File: config.mk
export PLATFORM = sky130hd
export DESIGN_NAME = submatrix_load_scheduler
export DESIGN_NICKNAME = d
export VERILOG_FILES = /design/src/rtl/submatrix_load_scheduler_pkg.sv /design/src/rtl/submatrix_load_scheduler_watchdog.sv /design/src/rtl/submatrix_load_scheduler.sv
export SDC_FILE = /design/constraint.sdc
export NUM_CORES = 1
export LEC_CHECK = 0
export BUFFER_PORTS_ARGS = -buffer_cell sky130_fd_sc_hd__buf_2
export CAP_MARGIN = 20
export CELL_PAD_IN_SITES_DETAIL_PLACEMENT = 0
export CELL_PAD_IN_SITES_GLOBAL_PLACEMENT = 1
export CORE_UTILIZATION = 40
export CTS_CLUSTER_DIAMETER = 120
export CTS_CLUSTER_SIZE = 16
export DETAILED_ROUTE_END_ITERATION = 7
export GPL_ROUTABILITY_DRIVEN = 1
export PLACE_DENSITY = 0.81
export SLEW_MARGIN = 10
export SYNTH_ARGS = -nofsm -noshare
export SYNTH_HDL_FRONTEND = slang
export SYNTH_SLANG_ARGS = --single-unit
File: constraint.sdc
create_clock -name clock -period 3.3 [get_ports clock]
set_input_delay 0.165 -clock clock [delete_from_list [all_inputs] [get_ports clock]]
set_output_delay 0.165 -clock clock [all_outputs]
set_load 0.02 [all_outputs]
File: src/rtl/submatrix_load_scheduler_pkg.sv
// Shared types and defaults for the submatrix load scheduler.
// State encoding is fixed so the state register maps directly onto debug probes.
package submatrix_load_scheduler_pkg;

   localparam int GROUP_W_DEF      = 16;
   localparam int NUM_GROUPS_DEF   = 256;
   localparam int IDX_W_DEF        = 8;
   localparam int FILL_TIMEOUT_DEF = 1024;

   typedef enum logic [2:0] {
      S_IDLE  = 3'd0,
      S_CLEAR = 3'd1,
      S_FILL  = 3'd2,
      S_HOLD  = 3'd3,
      S_DONE  = 3'd4
   } state_e;

endpackage

File: src/rtl/submatrix_load_scheduler_watchdog.sv
// Fill watchdog: clearable up-counter that flags when it reaches LIMIT-1.
// It holds at the terminal count until cleared.
module fill_watchdog #(
   parameter int LIMIT = 1024
) (
   input  logic clock,
   input  logic resetN,
   input  logic clear,
   input  logic enable,
   output logic expired
);

   localparam int CW = (LIMIT > 1) ? $clog2(LIMIT) : 1;

   logic [CW-1:0] cnt_q;
   logic [CW-1:0] cnt_d;

   assign expired = (cnt_q == CW'(LIMIT - 1));

   // next count: clear wins, then count up until terminal
   always_comb begin
      cnt_d = cnt_q;
      if (clear) begin
         cnt_d = '0;
      end else if (enable && !expired) begin
         cnt_d = cnt_q + CW'(1);
      end
   end

   // counter register
   always_ff @(posedge clock or negedge resetN) begin
      if (!resetN) begin
         cnt_q <= '0;
      end else begin
         cnt_q <= cnt_d;
      end
   end

endmodule

File: src/rtl/submatrix_load_scheduler.sv
// Runs one image pass of the submatrix generator and hands each
// captured group downstream over valid/ready.
module submatrix_load_scheduler
   import submatrix_load_scheduler_pkg::*;
#(
   parameter int GROUP_W      = GROUP_W_DEF,
   parameter int NUM_GROUPS   = NUM_GROUPS_DEF,
   parameter int IDX_W        = IDX_W_DEF,
   parameter int FILL_TIMEOUT = FILL_TIMEOUT_DEF
) (
   input  logic               clock,
   input  logic               resetN,
   input  logic               start,
   input  logic               abort,
   output logic               gen_clear_n,
   output logic               gen_ready,
   input  logic               gen_loaded,
   input  logic [GROUP_W-1:0] gen_elements,
   output logic               out_valid,
   input  logic               out_ready,
   output logic [GROUP_W-1:0] out_data,
   output logic [IDX_W-1:0]   out_index,
   output logic               busy,
   output logic               done,
   output logic               overrun,
   output logic               timeout
);

   localparam logic [IDX_W-1:0] LAST = IDX_W'(NUM_GROUPS - 1);

   state_e             state_q, state_d;
   logic [IDX_W-1:0]   count_q, count_d;
   logic [IDX_W-1:0]   index_q, index_d;
   logic [GROUP_W-1:0] data_q, data_d;
   logic               overrun_q, overrun_d;
   logic               timeout_q, timeout_d;
   logic               wd_clear, wd_en, wd_expired;

   assign wd_en    = (state_q == S_FILL);
   assign wd_clear = (state_q != S_FILL) || gen_loaded;

   fill_watchdog #(
      .LIMIT (FILL_TIMEOUT)
   ) u_watchdog (
      .clock   (clock),
      .resetN  (resetN),
      .clear   (wd_clear),
      .enable  (wd_en),
      .expired (wd_expired)
   );

   // next state, capture and sticky flags; abort overrides the pass
   always_comb begin
      state_d   = state_q;
      count_d   = count_q;
      index_d   = index_q;
      data_d    = data_q;
      overrun_d = overrun_q;
      timeout_d = timeout_q;
      unique case (state_q)
         S_IDLE: begin
            if (start && !abort) begin
               state_d   = S_CLEAR;
               count_d   = '0;
               overrun_d = 1'b0;
               timeout_d = 1'b0;
            end
         end
         S_CLEAR: state_d = S_FILL;
         S_FILL: begin
            if (gen_loaded) begin
               data_d  = gen_elements;
               index_d = count_q;
               state_d = S_HOLD;
            end else if (wd_expired) begin
               timeout_d = 1'b1;
               state_d   = S_IDLE;
            end
         end
         S_HOLD: begin
            if (out_ready) begin
               if (index_q == LAST) begin
                  state_d = S_DONE;
               end else begin
                  count_d = count_q + IDX_W'(1);
                  state_d = S_FILL;
               end
            end
         end
         S_DONE:  state_d = S_IDLE;
         default: state_d = S_IDLE;
      endcase
      if (abort && state_q != S_IDLE) begin
         state_d   = S_IDLE;
         count_d   = count_q;
         index_d   = index_q;
         data_d    = data_q;
         timeout_d = timeout_q;
      end
      if (gen_loaded && state_q != S_FILL) begin
         overrun_d = 1'b1;
      end
   end

   // Moore output decode from the state register
   always_comb begin
      gen_clear_n = 1'b1;
      gen_ready   = 1'b0;
      out_valid   = 1'b0;
      done        = 1'b0;
      busy        = (state_q != S_IDLE);
      unique case (state_q)
         S_CLEAR: gen_clear_n = 1'b0;
         S_FILL:  gen_ready   = 1'b1;
         S_HOLD:  out_valid   = 1'b1;
         S_DONE:  done        = 1'b1;
         default: ;
      endcase
   end

   assign out_data  = data_q;
   assign out_index = index_q;
   assign overrun   = overrun_q;
   assign timeout   = timeout_q;

   // state, capture and flag registers
   always_ff @(posedge clock or negedge resetN) begin
      if (!resetN) begin
         state_q   <= S_IDLE;
         count_q   <= '0;
         index_q   <= '0;
         data_q    <= '0;
         overrun_q <= 1'b0;
         timeout_q <= 1'b0;
      end else begin
         state_q   <= state_d;
         count_q   <= count_d;
         index_q   <= index_d;
         data_q    <= data_d;
         overrun_q <= overrun_d;
         timeout_q <= timeout_d;
      end
   end

endmodule

; After elaboration in Yosys (flattened, before gate mapping)
; Index checks and enable logic that the tools add are counted.
[word_totals]
elab_cells = 67
out_inout_bits = 31
input_bits = 22
register_bits = 47
[op_classes]
reduce_logical = 19
n_eq_ne = 15
bitwise_logic = 1
muxes = 23
addsub = 2
[op_table]
columns = operator, n
row1 = $mux 8, 3
row2 = $mux 10, 2
row3 = $mux 3, 6
row4 = $pmux 8 s2, 1
row5 = $pmux 3 s4, 1
row6 = $add 10x1->10 const B, 1
row7 = $eq 10x10->1 const B, 1
row8 = $ne 2x2->1 const B, 5
row9 = $reduce_and 5->1, 2
row10 = $reduce_bool 2->1, 5
row11 = $mux 1, 9
row12 = $add 8x1->8 const B, 1
row13 = $eq 8x8->1 const B, 1
row14 = $eq 3x2->1 const B, 2
row15 = $ne 3x3->1 const B, 2
row16 = $reduce_and 3->1, 2
row17 = $logic_and 1x1->1, 4
row18 = $ne 4x4->1 const B, 1
row19 = $eq 3x1->1 const B, 1
row20 = $eq 3x3->1 const B, 1
row21 = $logic_not 3->1, 1
row22 = $ne 3x2->1 const B, 1
row23 = $reduce_bool 3->1, 1
row24 = $logic_not 1->1, 2
row25 = 4 further kinds, 4

; Logic depth before layout (Yosys ltp)
[logic_depth]
depth_word = 5
depth_mapped = 6
ltp_nobuf = 5

; Modules after synthesis
; Synthesis repeated with hierarchy kept, for this count alone.
[unflattened]
cells_unflattened = 196
area_unflattened_um2 = 2349.8
[by_module_without_submodules]
columns = module, cells_each, instances, seq_area_each_um2, area_each_um2
row1 = submatrix_load_scheduler, 140, 1, 925.9, 1784.2
row2 = fill_watchdog, 56, 1, 250.2, 565.5

; Worst setup path after synthesis
; Ideal clock, no wire load.
[synth_path]
path_type = register to register
from = register state_q[2]
to = register data_q[0] (netlist: out_data[0])
required_time_ns = 3.175
setup_time_ns = 0.125
path_buffers = 2
stages_incl_launch_ff = 6
period_less_slack_ns = 1.748
t_arrival_ns = 1.623
slack_ns = 1.552
path_cell_list = dfrtp_1 -> or3b_4 -> or2_1 -> buf_6 -> buf_6 -> mux2_4
[synth_via]
elab_chain_cells = 4
word_cells_on_any_way = 5
cone_classes = eq/ne: 1 / bitwise: 1 / reduce/logical: 3
[synth_rtl]
columns = item, line
row1 = "start, declared", submatrix_load_scheduler.sv:31  ; state_e state_q, state_d;
row2 = "start signal, assigned", submatrix_load_scheduler.sv:136  ; state_q <= state_d;
row3 = $reduce_bool 3->1, submatrix_load_scheduler.sv:93  ; if (abort && state_q != S_IDLE) begin
row4 = $logic_and 1x1->1, submatrix_load_scheduler.sv:93
row5 = $not 1->1 (no line), n/a
row6 = $reduce_and 3->1 (no line) (*), n/a
row7 = "end signal, assigned", submatrix_load_scheduler.sv:139  ; data_q <= data_d;
row8 = "end, declared", submatrix_load_scheduler.sv:34  ; logic [GROUP_W-1:0] data_q, data_d;
; Every way passes the cells marked *; elsewhere a longest branch is shown, timed or not.
; A chain may end at the register's enable or synchronous reset.

; Worst setup path after layout
[layout_path]
from = register state_q[2]
to = register data_q[10] (netlist: out_data[10])
; The elaborated chain is that of the path after synthesis.

==> impl_metrics.env <==
export IMPL_cts_sinks=47
export IMPL_crit_chain="or3b_4, or2_1, buf_4, mux2_4"
export IMPL_ys_ff_latch=47
export IMPL_slowest_delay_ns=0.56
export IMPL_drtPass1Iterations=4
export IMPL_ys_seq_area_share_pct=50.6
export IMPL_die_w_um=78.3
export IMPL_p_per_area_nw_per_um2=771
export IMPL_viasPerCell=5.39
export IMPL_hpwl_um=3500
export IMPL_area_growth_pct=18.1
export IMPL_outcome="complete, no violations"
export IMPL_grt_total_usage_pct=16.4
export IMPL_min_path_cells=2
export IMPL_dpl_instance_area_um2=2630
export IMPL_fin_worst_skew_ns=0.00315
export IMPL_setup_viol=0
export IMPL_fin_area_um2=2750
export IMPL_end_kind="flop"
export IMPL_ys_types=52
export IMPL_post_cts_buffers=0
export IMPL_synth_edff_count=0
export IMPL_min_to="out_data[3]"
export IMPL_cts_clk_slew_worst_paths_ns=0.08
export IMPL_cts_tree="yes"
export IMPL_grt_pass1_vias=1615
export IMPL_yosysWarnings=0
export IMPL_min_from="gen_elements[3]"
export IMPL_grt_pass1_wl_um=7830
export IMPL_overflow=0
export IMPL_relSlewSlack_pct=56.2
export IMPL_nFillCells=534
export IMPL_worstSetupStartpointType="flop"
export IMPL_clock_root_buffer="clkbuf_8"
export IMPL_layout_commonest_cell="buf_2"
export IMPL_hold_violations=0
export IMPL_min_period_ns=2.23
export IMPL_wirelength_um=4850
export IMPL_wl_per_cell_um=14.6
export IMPL_regToRegSetupSlack_ns=1.07
export IMPL_initial_core_util_pct=42.0
export IMPL_rsz0062_at_grt="no"
export IMPL_crit_fanout=23
export IMPL_ys_flop_type="dfrtp_1"
export IMPL_io_pins=53
export IMPL_drv_cap=0
export IMPL_hold_class="primary input to flop"
export IMPL_fin_crit_sh_pct=67.7
export IMPL_fin_nets=284
export IMPL_numCtsBuffers=5
export IMPL_ant_nets=0
export IMPL_clk_latency_ns=0.29
export IMPL_final_cell_mix="buf_2, dfrtp_1, o21ai_0"
export IMPL_cpMaxStageDelayCell="dfrtp_1"
export IMPL_drtIter0Drc=100
export IMPL_portBuffers=52
export IMPL_timing_rr_start="state_q[2]"
export IMPL_worst_pin_slew_ns=0.654
export IMPL_grt_max_degree=48
export IMPL_die_h_um=78.3
export IMPL_r2r_cells=4
export IMPL_worstPathRequired_ns=3.48
export IMPL_syn_area_per_cell_um2=11.3
export IMPL_cts_path_max_buffers=2
export IMPL_core_region_area_um2=5540
export IMPL_critical_path_arrival_ns=2.41
export IMPL_core_rowCount=27
export IMPL_synthArstFlopShare_pct=100
export IMPL_syn_inst=206
export IMPL_syn_area_um2=2330
export IMPL_r2r_end="out_data[10]"
export IMPL_drv_slew=0
export IMPL_route_vias_total=1788
export IMPL_synth_fp_nets=230
export IMPL_grt_antenna_before_repair=0
export IMPL_n_antenna_cell=0
export IMPL_crit_type="flop to flop"
export IMPL_gp_congestion=0.845
export IMPL_drive_gt1_share_pct=33.5
export IMPL_htree_num_levels=2
export IMPL_ir_drop_v=0.000295
export IMPL_clock_fmax_mhz=448
export IMPL_tns_ns=0
export IMPL_leakage_nw=1.33
export IMPL_die_area_um2=6120
export IMPL_drc=0
[worst max-delay path, delay by kind of cell, from the launching register on]
kind / cells / cell delay [ns]
and+or+nand+nor: 2 / 0.92
buffers and inverters: 1 / 0.32
DFF: 1 / 0.56
muxes: 1 / 0.33
[how the worst max path moves through the flow]
stage | cells after the start | slack [ns] | startpoint | endpoint
floorplan | 5 | 1.55 | state_q[2] | out_data[0]
global placement | 4 | 1.13 | state_q[2] | out_data[4]
detailed placement | 4 | 1.09 | state_q[2] | out_data[10]
global route | 4 | 0.96 | state_q[2] | out_data[10]
CTS | 4 | 1.09 | state_q[2] | out_data[10]
finish | 4 | 1.07 | state_q[2] | out_data[10]
[final cells by class]
type,count,area (um^2),area share (%)
timing repair buffer,55,298,10.8
sequential,47,1180,42.8
clock buffer,6,82.6,3.01
inverter,11,41.3,1.50
tap,72,90.1,3.28
clock inverter,1,5.00,0.182
multi-input combinational,140,1050,38.4
[where the power goes]
part           switching (mW)  total (mW)  internal (mW)
Sequential              0.159       0.921          0.763
Combinational           0.480       0.852          0.372
Clock                   0.180       0.344          0.165
Total                   0.818        2.12           1.30
[Yosys cell counts, drive strengths merged (3+ instances only)]
master / instances / share of area, %
and2: 3 / 0.81
and3: 5 / 1.3
nor2: 7 / 1.1
buf: 5 / 1.9
nand2: 15 / 2.4
mux2i: 3 / 1.3
a21oi: 6 / 1.3
inv: 11 / 1.8
nor3: 4 / 0.86
or2: 3 / 0.81
a2bb2oi: 3 / 1.1
nand2b: 4 / 1.1
or3b: 3 / 1.2
a31oi: 3 / 0.81
o21ai: 17 / 3.7
a211oi: 3 / 1.2
o211ai: 6 / 1.9
clkbuf: 3 / 0.48
dfrtp: 47 / 51
mux2: 17 / 11
nand4: 5 / 2.0
nand3: 5 / 1.1
[kinds of logic (layout without fill, tap and decap cells)]
kind of cell               Yosys count  in the layout  synth area share, %
AOI/OAI and AO/OA                   54             54                 15.9
xor gates and xnor gates             2              2                0.753
adders and majority gates            2              2                 1.08
buffers and inverters               19             73                 4.14
DFF                                 47             47                 50.6
muxes                               20             20                 12.1
and+or+nand+nor                     62             62                 15.4
[registers in the layout, summed over array words and instances (netlist names)]
signal and count:
out_data 16, timeout 1, state_q 3, u_watchdog.cnt_q 10, out_index 8, overrun 1
count_q 8
[metal layers]
metal	global-route usage (%)	wire length (um)
met4	5.19	56
met2	23.8	2120
met3	3.84	255
met1	23.9	2410
met5	0	0
[metrics by stage]
step | utilization, % | setup slack [ns] | hold WS, ns | std cells | power (mW)
2_1_floorplan | - | 1.55 | -0.131 | 206 | 1.51
3_3_place_gp | 47.4 | 1.13 | 0.398 | 323 | 1.76
3_5_place_dp | 47.4 | 1.09 | 0.400 | 323 | 1.78
4_1_cts | 49.0 | 1.09 | 0.0938 | 330 | 2.14
5_1_grt | 49.6 | 0.957 | 0.0894 | 332 | 2.26
6_report | 49.6 | 1.07 | 0.101 | 332 | 2.12
[what timing repair did]
action                    in CTS  in global routing
hold buffers                   0                  1
resized for setup              0                  0
hold endpoints to repair       0                 11
(Power assumes the default switching activity.)
